File: src/rtl/nios2_oci_dct_pkg.sv
// Shared constants and types for the OCI direct-branch compression trace packer.
// NIOS2_OCI_DCT_PARITY_EN widens the outgoing frame by one even-parity bit.
package nios2_oci_dct_pkg;

    localparam int DCT_CODE_W = 2;
    localparam int DCT_DEPTH  = 15;
    localparam int DCT_BUF_W  = 30;
    localparam int DCT_CNT_W  = 4;

`ifdef NIOS2_OCI_DCT_PARITY_EN
    localparam int DCT_FRM_W  = DCT_CNT_W + DCT_BUF_W + 1;
`else
    localparam int DCT_FRM_W  = DCT_CNT_W + DCT_BUF_W;
`endif

    typedef enum logic [1:0] {
        ACCUM,
        PEND,
        FULL
    } dct_state_e;

    typedef struct packed {
        logic [DCT_CNT_W-1:0] count;
        logic [DCT_BUF_W-1:0] buffer;
    } dct_frame_t;

endpackage

File: src/rtl/nios2_oci_dct_packer_frame_reg.sv
// One-entry valid/ready holding register for closed DCT frames.
// NIOS2_OCI_DCT_PARITY_EN adds an even-parity bit above the frame.
module nios2_oci_dct_frame_reg
    import nios2_oci_dct_pkg::*;
(
    input  logic                 clk,
    input  logic                 reset_n,
    input  logic                 load,
    input  dct_frame_t           frame,
    input  logic                 ready,
    output logic                 valid,
    output logic [DCT_FRM_W-1:0] data
);

    logic [DCT_FRM_W-1:0] data_in;

`ifdef NIOS2_OCI_DCT_PARITY_EN
    assign data_in = {^frame, frame};
`else
    assign data_in = frame;
`endif

    // load is only raised when the slot is free, so it always wins over ready
    always_ff @(posedge clk or negedge reset_n) begin
        if (!reset_n) begin
            valid <= 1'b0;
            data  <= '0;
        end else if (load) begin
            valid <= 1'b1;
            data  <= data_in;
        end else if (ready) begin
            valid <= 1'b0;
        end
    end

endmodule

File: src/rtl/nios2_oci_dct_packer.sv
// DCT transmit packer: accumulates 2-bit branch codes into 15-code frames.
// NIOS2_OCI_DCT_PARITY_EN selects a 35-bit frm_data carrying even parity.
module nios2_oci_dct_packer
    import nios2_oci_dct_pkg::*;
#(
    parameter int IDLE_FLUSH_CYCLES = 0
)
(
    input  logic                  clk,
    input  logic                  reset_n,
    input  logic                  ev_valid,
    input  logic [DCT_CODE_W-1:0] ev_code,
    output logic                  ev_ready,
    input  logic                  flush,
    output logic [DCT_BUF_W-1:0]  dct_buffer,
    output logic [DCT_CNT_W-1:0]  dct_count,
    output logic                  frm_valid,
    input  logic                  frm_ready,
    output logic [DCT_FRM_W-1:0]  frm_data
);

    localparam int TMR_W = (IDLE_FLUSH_CYCLES > 1) ? $clog2(IDLE_FLUSH_CYCLES + 1) : 1;
    localparam logic [TMR_W-1:0]     TMR_LIMIT = TMR_W'(IDLE_FLUSH_CYCLES);
    localparam logic [DCT_CNT_W-1:0] CNT_FULL  = DCT_CNT_W'(DCT_DEPTH);

    dct_state_e             state, state_nxt;
    logic [DCT_BUF_W-1:0]   buf_q, buf_nxt, post_buf;
    logic [DCT_CNT_W-1:0]   cnt_q, cnt_nxt, post_cnt;
    logic [TMR_W-1:0]       tmr_q, tmr_nxt;
    logic                   accept;
    logic                   slot_free;
    logic                   idle_close;
    logic                   close_req;
    logic                   frm_load;
    dct_frame_t             frame_in;

    assign ev_ready   = (cnt_q != CNT_FULL);
    assign dct_buffer = buf_q;
    assign dct_count  = cnt_q;

    always_ff @(posedge clk or negedge reset_n) begin
        if (!reset_n) begin
            state <= ACCUM;
            buf_q <= '0;
            cnt_q <= '0;
            tmr_q <= '0;
        end else begin
            state <= state_nxt;
            buf_q <= buf_nxt;
            cnt_q <= cnt_nxt;
            tmr_q <= tmr_nxt;
        end
    end

    always_comb begin
        accept    = ev_valid && ev_ready;
        slot_free = !frm_valid || frm_ready;

        post_buf = buf_q;
        post_cnt = cnt_q;
        if (accept) begin
            post_buf = {buf_q[DCT_BUF_W-DCT_CODE_W-1:0], ev_code};
            post_cnt = cnt_q + 1'b1;
        end

        idle_close = (IDLE_FLUSH_CYCLES != 0) && (cnt_q != '0) && (tmr_q == TMR_LIMIT);

        // PEND and FULL both mean a close is owed; the frame always takes post-append content
        close_req = (state != ACCUM) || (post_cnt == CNT_FULL)
                 || (flush && (post_cnt != '0)) || idle_close;

        state_nxt = ACCUM;
        buf_nxt   = post_buf;
        cnt_nxt   = post_cnt;
        frm_load  = 1'b0;
        frame_in  = '{count: post_cnt, buffer: post_buf};

        if (close_req) begin
            if (slot_free) begin
                frm_load = 1'b1;
                buf_nxt  = '0;
                cnt_nxt  = '0;
            end else begin
                state_nxt = (post_cnt == CNT_FULL) ? FULL : PEND;
            end
        end

        tmr_nxt = tmr_q;
        if ((IDLE_FLUSH_CYCLES == 0) || accept || close_req) begin
            tmr_nxt = '0;
        end else if ((cnt_q != '0) && (tmr_q != TMR_LIMIT)) begin
            tmr_nxt = tmr_q + 1'b1;
        end
    end

    nios2_oci_dct_frame_reg u_frame_reg (
        .clk     (clk),
        .reset_n (reset_n),
        .load    (frm_load),
        .frame   (frame_in),
        .ready   (frm_ready),
        .valid   (frm_valid),
        .data    (frm_data)
    );

endmodule

File: config.mk
export PLATFORM = sky130hd
export DESIGN_NAME = nios2_oci_dct_packer
export DESIGN_NICKNAME = d
export VERILOG_FILES = /design/src/rtl/nios2_oci_dct_pkg.sv /design/src/rtl/nios2_oci_dct_packer_frame_reg.sv /design/src/rtl/nios2_oci_dct_packer.sv
export SDC_FILE = /design/constraint.sdc
export NUM_CORES = 1
export LEC_CHECK = 0
export BUFFER_PORTS_ARGS = -buffer_cell sky130_fd_sc_hd__clkbuf_2
export CAP_MARGIN = 25
export CELL_PAD_IN_SITES_DETAIL_PLACEMENT = 0
export CELL_PAD_IN_SITES_GLOBAL_PLACEMENT = 1
export CORE_UTILIZATION = 30
export CTS_BUF_LIST = sky130_fd_sc_hd__clkbuf_4
export DETAILED_ROUTE_END_ITERATION = 6
export GPL_ROUTABILITY_DRIVEN = 0
export HOLD_SLACK_MARGIN = 0.12
export PLACE_DENSITY_LB_ADDON = 0.2
export SYNTH_ARGS = -nofsm -noshare
export SYNTH_HDL_FRONTEND = slang
export SYNTH_HIERARCHICAL = 1
export SYNTH_SLANG_ARGS = --single-unit
File: constraint.sdc
create_clock -name clk -period 3.1 [get_ports clk]
set_input_delay 0.62 -clock clk [delete_from_list [all_inputs] [get_ports clk]]
set_output_delay 0.62 -clock clk [all_outputs]
set_load 0.02 [all_outputs]
# After elaboration in Yosys (flattened, before gate mapping)

Cells that the tools add are included.

Bits in registers: 71
Input port bits: 7
Output and inout port bits: 70
Word-level logic and storage cells: 30

Add/subtract/negate cells: 1
Equality and inequality tests: 2
Multiplexer cells: 13
Reduce and logical (&&, ||, !) cells: 9

Operators by type and width:

| cell                  | count |
|---|---|
| $mux W30              | 3 |
| $mux W4               | 3 |
| $mux W2               | 3 |
| $add A4 B1 Y4 const B | 1 |
| $eq A4 B4 Y1 const B  | 1 |
| $mux W1               | 4 |
| $ne A4 B4 Y1 const B  | 1 |
| $reduce_bool A2 Y1    | 2 |
| $reduce_bool A4 Y1    | 1 |
| $logic_or A1 B1 Y1    | 3 |
| $logic_and A1 B1 Y1   | 2 |
| $logic_not A1 Y1      | 1 |

# Longest topological paths before layout

Gate-level depths: netlist of run 1.

Depth in word-level cells: 8
Gate-level depth with buffers: 9
Mapped depth without buffers: 6

# Cells and area by module

The synthesis of run 1 kept the hierarchy.

Modules (own cells, without submodules):

| module                  | instances | cells an instance | area each (µm²) | seq. area each (µm²) |
|---|---|---|---|---|
| nios2_oci_dct_packer    | 1         | 174               | 1890.6          | 900.9 |
| nios2_oci_dct_frame_reg | 1         | 75                | 1450.1          | 875.8 |

# Worst setup path after synthesis of run 1

OpenSTA, ideal clock, no wires.

Path kind: register to register
From: reg cnt_q[0] (netlist: dct_count[0])
To: reg u_frame_reg.data[10]
Setup time: 125 ps
Arrival: 2517 ps
Required time: 2975 ps
Slack: 458 ps
Cell stages (with the launch flop): 10
Buffers on the path: 3
Period minus slack after synthesis: 2642 ps
Cells stage by stage: dfrtp_1 ha_1 buf_2 nand3_1 a21bo_2 a221oi_4 or2_2 buf_6 buf_12 mux2_4

Longest elaborated chain between the ends: 7
Elaborated cells on any way between the ends: 11
Classes of those cells: add/sub (1); eq/ne (2); mux (3); reduce/logical (5)

Ends and longest elaborated chain:

| what                                                             | line                                                   | RTL |
|---|---|---|
| start: declaration                                               | nios2_oci_dct_packer.sv:28                             | `logic [DCT_CNT_W-1:0] cnt_q, cnt_nxt, post_cnt;` |
| start signal: assignment                                         | nios2_oci_dct_packer.sv:50                             | `cnt_q <= cnt_nxt;` |
| $ne A4 B4 Y1 (*)                                                 | nios2_oci_dct_packer.sv:37                             | `assign ev_ready = (cnt_q != CNT_FULL);` |
| via ev_ready                                                     | nios2_oci_dct_packer.sv:13                             | `output logic ev_ready,` |
| $logic_and A1 B1 Y1 (*)                                          | nios2_oci_dct_packer.sv:56                             | `accept = ev_valid && ev_ready;` |
| $mux W4 (*)                                                      | nios2_oci_dct_packer.sv:61                             | `if (accept) begin` |
| $eq A4 B4 Y1 / $reduce_bool A4 Y1 (equally long branches)        | nios2_oci_dct_packer.sv:69, nios2_oci_dct_packer.sv:70 |  |
| $logic_or A1 B1 Y1 / $logic_and A1 B1 Y1 (equally long branches) | nios2_oci_dct_packer.sv:69, nios2_oci_dct_packer.sv:70 |  |
| $logic_or A1 B1 Y1 (*)                                           | nios2_oci_dct_packer.sv:70                             | `\|\| (flush && (post_cnt != '0)) \|\| idle_close;` |
| $mux W1 (*)                                                      | nios2_oci_dct_packer.sv:78                             | `if (close_req) begin` |
| via frm_load                                                     | nios2_oci_dct_packer.sv:34                             | `logic frm_load;` |
| end signal: assignment                                           | nios2_oci_dct_packer_frame_reg.sv:30                   | `data <= data_in;` |
| end: declaration                                                 | nios2_oci_dct_packer_frame_reg.sv:12                   | `output logic [DCT_FRM_W-1:0] data` |

The timed path passes the listed nets; every way through them passes the cells marked *.
A chain may end at the register's enable or synchronous reset.

# Worst setup path after layout of run 1

From: reg cnt_q[0] (netlist: dct_count[0])
To: reg u_frame_reg.data[5]

Longest elaborated chain between the ends: 7
Elaborated cells on any way between the ends: 11
Classes of those cells: add/sub (1); eq/ne (2); mux (3); reduce/logical (5)

Ends and longest elaborated chain:

| what                                                                  | line |
|---|---|
| parallel branches: the longest is 2 deep, another holds $add A4 B1 Y4 | -- |
| $mux W4 (*)                                                           | nios2_oci_dct_packer.sv:61 |
| $eq A4 B4 Y1 / $reduce_bool A4 Y1 (equally long branches)             | nios2_oci_dct_packer.sv:69, nios2_oci_dct_packer.sv:70 |
| $logic_or A1 B1 Y1 / $logic_and A1 B1 Y1 (equally long branches)      | nios2_oci_dct_packer.sv:69, nios2_oci_dct_packer.sv:70 |
| $logic_or A1 B1 Y1 (*)                                                | nios2_oci_dct_packer.sv:70 |
| $mux W1 (*)                                                           | nios2_oci_dct_packer.sv:78 |
| via frm_load                                                          | nios2_oci_dct_packer.sv:34 |

Mark *: on every way through the listed nets, which the timed path passes.

==> results of run 1 <==
-- flip-flops by register name (all words and copies together) (netlist names) --
signal,count
dct_count,4
state,2
dct_buffer,30
u_frame_reg/data,34
u_frame_reg/valid,1
-- layer usage --
metal  vias to the layer above  part of all wire, %  track usage, %  wire [um]
met3                         6                  4.5           3.148        333
met4                         0                  1.2           5.186         85
met5                         -                    0               0          0
li1                       1005                    -               -          -
met2                        56                   48           21.98       3494
met1                      1065                   47           18.06       3433
-- per-stage QoR --
stage / instance area, um^2 / std cells / setup slack [ps] / util, % / hold WS [ps]
final: 3976 / 471 / 513.8 / 36.68 / 493.1
after global routing: 3976 / 471 / 351.9 / 36.68 / 479.1
after CTS: 3939 / 469 / 496.8 / 36.33 / 360.6
after detailed placement: 3785 / 454 / 469.8 / 34.91 / 496.0
after global placement: 3785 / 454 / 510.1 / 34.91 / 494.5
after floorplan: 3341 / 249 / 457.6 / - / 324.4
-- cell families (layout without fill, tap and decap cells) --
| group | after synthesis | after routing |
|---|---|---|
| DFF | 71 | 71 |
| and+or+nand+nor | 54 | 54 |
| AOI/OAI and AO/OA | 11 | 11 |
| adders and majority gates | 1 | 1 |
| xor gates and xnor gates | 2 | 2 |
| muxes | 65 | 65 |
| buffers and inverters | 45 | 127 |
-- synth_stat cells --
cell type | count | area share, %
sky130_fd_sc_hd__and3b_2 | 1 | 0.30
sky130_fd_sc_hd__a32oi_1 | 1 | 0.26
sky130_fd_sc_hd__mux2_4 | 29 | 13
sky130_fd_sc_hd__a221oi_2 | 1 | 0.45
sky130_fd_sc_hd__buf_12 | 3 | 1.8
sky130_fd_sc_hd__nor3b_1 | 3 | 0.67
sky130_fd_sc_hd__and2_1 | 2 | 0.37
sky130_fd_sc_hd__or3_1 | 2 | 0.37
sky130_fd_sc_hd__dfrtp_1 | 71 | 53
sky130_fd_sc_hd__nand2b_1 | 3 | 0.56
sky130_fd_sc_hd__nor3_2 | 2 | 0.60
sky130_fd_sc_hd__nor3b_2 | 3 | 1.1
sky130_fd_sc_hd__mux2i_1 | 26 | 7.8
sky130_fd_sc_hd__ha_1 | 1 | 0.37
sky130_fd_sc_hd__buf_6 | 8 | 2.7
sky130_fd_sc_hd__nand3b_1 | 1 | 0.22
sky130_fd_sc_hd__buf_2 | 1 | 0.15
sky130_fd_sc_hd__o21a_1 | 1 | 0.22
sky130_fd_sc_hd__a2111oi_0 | 1 | 0.26
sky130_fd_sc_hd__a221oi_4 | 1 | 0.79
sky130_fd_sc_hd__nand3_1 | 3 | 0.45
sky130_fd_sc_hd__nand2_1 | 2 | 0.22
sky130_fd_sc_hd__mux2_2 | 10 | 3.4
sky130_fd_sc_hd__a21oi_1 | 3 | 0.45
sky130_fd_sc_hd__a21bo_2 | 1 | 0.30
sky130_fd_sc_hd__a21o_1 | 1 | 0.22
sky130_fd_sc_hd__a31oi_1 | 1 | 0.19
sky130_fd_sc_hd__nor3_1 | 28 | 4.2
sky130_fd_sc_hd__or2_2 | 1 | 0.19
sky130_fd_sc_hd__nor2b_1 | 2 | 0.37
sky130_fd_sc_hd__buf_4 | 4 | 0.90
sky130_fd_sc_hd__nor2_1 | 1 | 0.11
sky130_fd_sc_hd__xor2_1 | 2 | 0.52
sky130_fd_sc_hd__inv_1 | 29 | 3.3
-- critical path, cell delays in order, from the launching register on --
cell and delay (ps):
sky130_fd_sc_hd__dfrtp_1 470, sky130_fd_sc_hd__ha_1 330, sky130_fd_sc_hd__xor2_1 190, sky130_fd_sc_hd__a32oi_1 460
sky130_fd_sc_hd__a221oi_4 120, sky130_fd_sc_hd__or2_2 360, sky130_fd_sc_hd__buf_12 220, sky130_fd_sc_hd__mux2_4 320
-- power breakdown --
| group | leakage, nW | internal (mW) | switching (mW) | total [mW] |
|---|---|---|---|---|
| Sequential | 0.973 | 1.06 | 0.112 | 1.17 |
| Clock | 0.0818 | 0.322 | 0.337 | 0.659 |
| Combinational | 1.24 | 0.447 | 0.655 | 1.10 |
-- cell type report --
| type | count | area share (%) |
|---|---|---|
| Multi-Input combinational cell | 133 | 32.16 |
| Clock inverter | 6 | 2.171 |
| Sequential cell | 71 | 44.68 |
| Clock buffer | 9 | 1.699 |
| Timing Repair Buffer | 83 | 12.15 |
| Tap cell | 140 | 4.405 |
| Inverter | 29 | 2.738 |
-- cells in the final DEF, fill, tap and decap left out, types with 2 or more instances in the layout --
cell,Yosys,final
sky130_fd_sc_hd__or3_1,2,2
sky130_fd_sc_hd__xor2_1,2,2
sky130_fd_sc_hd__buf_4,4,4
sky130_fd_sc_hd__inv_1,29,29
sky130_fd_sc_hd__nor2b_1,2,2
sky130_fd_sc_hd__nor3b_2,3,3
sky130_fd_sc_hd__and2_1,2,2
sky130_fd_sc_hd__mux2i_1,26,26
sky130_fd_sc_hd__bufinv_16,0,2
sky130_fd_sc_hd__nor3b_1,3,3
sky130_fd_sc_hd__nand3_1,3,3
sky130_fd_sc_hd__a21oi_1,3,3
sky130_fd_sc_hd__clkbuf_2,0,75
sky130_fd_sc_hd__buf_12,3,2
sky130_fd_sc_hd__nand2b_1,3,3
sky130_fd_sc_hd__clkbuf_4,0,9
sky130_fd_sc_hd__mux2_4,29,29
sky130_fd_sc_hd__dfrtp_1,71,71
sky130_fd_sc_hd__nor3_1,28,28
sky130_fd_sc_hd__clkinv_2,0,2
sky130_fd_sc_hd__mux2_2,10,10
-- what timing repair did --
item                                    4_1_cts  5_1_grt
gates resized for setup                       0        0
endpoints found under the setup margin        0        0
hold endpoints to repair                      0        2
hold buffers                                  0        1
-- how the worst max path moves through the flow --
stage	endpoint	start	cells past startpoint	slack (ps)
2_1_floorplan	u_frame_reg/data[10]	dct_count[0]	9	460
3_3_place_gp	u_frame_reg/data[11]	ev_valid	7	510
3_5_place_dp	u_frame_reg/data[27]	ev_valid	7	470
4_1_cts	u_frame_reg/data[5]	dct_count[0]	7	500
5_1_grt	u_frame_reg/data[31]	dct_count[0]	7	350
6_report	u_frame_reg/data[5]	dct_count[0]	7	510
==> impl_metrics.yaml, run 1 <==
synthesis:
  syn-instance-count: 249
  synthesis.yosys.warnings: 6
  postSynthNetCount: 257
  yosys.area_share.xor_xnor_pct: 0.5243
  synth.distinct_cells: 34
  seq_area_frac_synth_pct: 53.18
  synth.cell_area_um2: 3341
  post_synth_fa_ha_maj_area_fraction_pct: 0.3745
  synth-seq-cells: 71
  synth_top_family_by_area: "multiplexers"
  fraction_of_the_mapped_netlist_area_in_simple_logic_gates_pct: 9.775
  syn-mean-instance-area_um2: 13.42
  post_synthesis_compound_gate_area_fraction_pct: 3.146
  synth.mux.area_fraction_pct: 24.19
finish:
  n_antenna_cell: 0
  num-fill-cells: 1120
  multiInputGateArea_um2: 1279
  post_route_cells_drive_above_1_share_pct: 44.41
  area.growth.synth_to_final_pct: 19.03
  nets: 335
  area.sequential_um2: 1777
clock_tree:
  cts_tree: "done"
  clock_tree.buffer_depth: 2
  cts-root-buf: "sky130_fd_sc_hd__clkbuf_4"
  cts.reportedPaths.clkPinSlew_ps: 120
  cts.sinks: 71
  number_of_buffers_inserted_by_post_cts_setup_repair: 0
  clock_latency_ps: 410
  cts_max_level: 3
  cts-buffers-inserted: 9
pwr:
  power.density_nw_per_um2: 736.9
  static_leakage_nw: 2.292
  sum_of_internal_switching_and_leakage_power_mw: 2.930
  ir_drop_uv: 344.1
placed_design:
  place_hpwl_mm: 4.597
  io_buffers: 76
global_routing:
  global_route.overflow_total: 0
  global_route.usage.total_pct: 13.76
  grt_first_pass_wirelength_mm: 12.03
  grt_start_max_net_pins: 72
  grt_pass1_vias: 2171
  grt_antenna_before_repair: 0
worst_setup_path:
  rr_endpoint: "u_frame_reg/data[5]"
  reg2reg_slack_ps: 510
  worst-endpoint-arrival_ps: 2870
  rr_worst_depth: 7
  worst-setup-path-type: "register to register"
  worst_ep_required_time_ps: 3380
  setup.worst_path.end_class: "register"
  rr_startpoint: "dct_count[0]"
  critPathLaunchType: "register"
  critical_path.max_fanout: 35
sta:
  setup_tns_ps: 0
  tightest_slew_ps: 563.7
  max_freq_mhz: 386.7
  final_period_minus_worst_setup_slack_ps: 2586
  maxSlewViolCount: 0
  rsz0062_at_grt: "no"
  finalHoldViolCount: 0
  max_slew_margin_pct: 62.42
  final.setup_skew_ps: 22.52
  layout_worst_path_cycle_share_pct: 83.43
  total_setup_violations_reported_at_the_end_of_the_flow: 0
hold_path:
  hold_class: "input pin to register"
  worstHoldPathCells: 3
  timing.hold.worst_endpoint: "u_frame_reg/valid"
  hold_start: "frm_ready"
route:
  routedWlPerCell_um: 15.60
  vias_per_cell: 4.527
  drt_iter0_drc: 40
  detailroute.via_count: 2132
  drt-total-wl_mm: 7.346
  first_pass_iters: 4
  drc: 0
  residual_antenna_violating_net_count_after_detailed_routing: 0
floorplanning:
  core_area_um2: 10840
  dieWidth_um: 107.5
  fp.dieH_um: 107.5
  effective_utilization_at_floorplan_pct: 30.82
  placement_rows: 38
  pin_count: 77
  design.die.area_um2: 11560
job:
  drv_cap: 0
run_status:
  outcome: "finished, final reports clean"
Note: power is estimated with default switching activity, not from simulation.
==> inputs of run 2 (changes only) <==
==> constraint.sdc (replaced) <==
create_clock -name clk -period 2.6 [get_ports clk]
set_input_delay 0.52 -clock clk [delete_from_list [all_inputs] [get_ports clk]]
set_output_delay 0.52 -clock clk [all_outputs]
set_load 0.02 [all_outputs]
==> run 2 against run 1 <==
  * Worst hold slack lost 120 ps
  * Die area unchanged
  * Utilization is 0.28 points higher
  * Sequential share of layout area decreased by 0.30 points
  * Non-clock buffer count increased by 3
  * Sequential power rose by 20%
  * Critical path type unchanged
  * Wire length decreased by 3.0%
  * Highest routed layer unchanged
==> impl_metrics.yaml, run 2 (synthesis results as in run 1) <==
placed_design:
  placed_cells: 458
  place_hpwl_mm: 4.591
  io_buffers: 76
pwr:
  power.density_nw_per_um2: 878.4
  sum_of_internal_switching_and_leakage_power_mw: 3.519
  ir_drop_uv: 392.2
  static_leakage_nw: 2.300
floorplanning:
  fp.dieH_um: 107.5
  design.die.area_um2: 11560
  dieWidth_um: 107.5
  core_area_um2: 10840
  effective_utilization_at_floorplan_pct: 30.82
  placement_rows: 38
  pin_count: 77
route:
  drc: 0
  vias_per_cell: 4.469
  routedWlPerCell_um: 15.00
  residual_antenna_violating_net_count_after_detailed_routing: 0
  drt_iter0_drc: 40
  first_pass_iters: 4
  detailroute.via_count: 2123
  drt-total-wl_mm: 7.124
finish:
  layout_commonest_cell: "sky130_fd_sc_hd__clkbuf_2"
  num-fill-cells: 1093
  post_route_cells_drive_above_1_share_pct: 45.67
  area.growth.synth_to_final_pct: 19.93
  largest_register: "u_frame_reg/data"
  largest_reg_flops: 34
  finish.cell_count_without_fillers: 475
  n_antenna_cell: 0
  most-common-layout-cells: "sky130_fd_sc_hd__clkbuf_2 (75), sky130_fd_sc_hd__dfrtp_1 (70), sky130_fd_sc_hd__inv_1 (29), sky130_fd_sc_hd__mux2_4 (29), sky130_fd_sc_hd__nor3_1 (28)"
  nets: 338
clock_tree:
  cts-root-buf: "sky130_fd_sc_hd__clkbuf_4"
  cts_max_level: 3
  cts-buffers-inserted: 9
  number_of_buffers_inserted_by_post_cts_setup_repair: 0
  clock_latency_ps: 410
  cts_tree: "done"
  cts.sinks: 71
  clock_tree.buffer_depth: 2
  cts.reportedPaths.clkPinSlew_ps: 120
job:
  drv_cap: 0
sta:
  tightest_slew_ps: 481.3
  setup_tns_ps: 0
  max_freq_mhz: 420.4
  max_slew_margin_pct: 67.85
  final.hold.worst_slack_ps: 374.6
  final.setup_skew_ps: 16.47
  maxSlewViolCount: 0
  rsz0062_at_grt: "no"
  layout_worst_path_cycle_share_pct: 91.49
  final_period_minus_worst_setup_slack_ps: 2379
  total_setup_violations_reported_at_the_end_of_the_flow: 0
  finalHoldViolCount: 0
worst_setup_path:
  critPathLaunchType: "register"
  critical-path-top-delay-family: "compound AO/OA/AOI/OAI gates"
  worst_path_max_delay_cell: "sky130_fd_sc_hd__dfrtp_2"
  worst-endpoint-arrival_ps: 2670
  path_buf_inv: 1
  worstPathCellList: "ha_2 > nand3_1 > a21bo_2 > a221oi_4 > or2_2 > buf_12 > mux2_4"
  worst-setup-path-type: "register to register"
  rr_startpoint: "dct_count[0]"
  critical_path.max_fanout: 27
  setup.worst_path.end_class: "register"
  critical_path.max_stage_delay_ps: 450
  worstSetupStartpoint: "dct_count[0]"
  worst_ep_required_time_ps: 2900
hold_path:
  hold_start: "frm_ready"
  hold_class: "input pin to register"
global_routing:
  grt_start_max_net_pins: 47
  global_route.usage.total_pct: 13.19
  grt_antenna_before_repair: 0
  grt_pass1_vias: 2155
  global_route.overflow_total: 0
  grt_first_pass_wirelength_mm: 11.50
run_status:
  outcome: "finished, final reports clean"
## run 2: cell count changes in the layout (fill, tap and decap cells not counted), sizes merged
cell | previous run | this run
buf | 7 | 10
clkinvlp | 1 | 2
## run 2: final cells by class
cell class / instances / area [um^2] / share of cell area [%]
Tap cell: 140 / 175.2 / 4.372
Timing Repair Buffer: 86 / 498.0 / 12.43
Multi-Input combinational cell: 133 / 1281 / 31.98
Clock inverter: 7 / 97.59 / 2.436
Inverter: 29 / 108.9 / 2.717
Clock buffer: 9 / 67.56 / 1.686
Sequential cell: 71 / 1778 / 44.38
## run 2: metrics by stage
| stage | worst slack, ps | util [%] | instance area [um^2] |
|---|---|---|---|
| 3_5_place_dp | 139.9 | 35.32 | 3829 |
| 6_report | 221.4 | 36.96 | 4006 |
| 3_3_place_gp | 131.8 | 35.32 | 3829 |
| 4_1_cts | 104.2 | 36.93 | 4004 |
| 5_1_grt | 52.36 | 36.96 | 4006 |
| 2_1_floorplan | 1.902 | - | 3342 |
## run 2: worst paths after layout
path	end	slack (ps)	depth (start not counted)
max reg2reg	u_frame_reg/data[7]	220	7
max	u_frame_reg/data[7]	220	7
min reg2reg	u_frame_reg/data[31]	520	1
min in group asynchronous	dct_buffer[23]	550	2
max in group asynchronous	dct_buffer[0]	1470	3
min	u_frame_reg/valid	370	3
## run 2: metal layers
metal	track usage, %	vias to the layer above	wire length [um]
li1	-	1016	-
met4	4.403	0	76
met3	3.692	7	355
met2	20.38	54	3269
met1	17.69	1046	3422
met5	0	-	0
## run 2: tightest hold or removal path: cells and delay by family
family          cells  cell delay, ps
buf+inv             2             140
compound gates      1              90
## run 2: timing repair
item                                   CTS  global route
hold buffers                             1             0
endpoints found under the hold margin   25             0
gates resized for setup                  0             1
setup endpoints to repair                0            28
## run 2: where the power goes
part	internal [mW]	leakage [nW]	switching (mW)
clock	0.391	0.0821	0.417
sequential	1.26	0.972	0.135
combinational	0.545	1.25	0.769
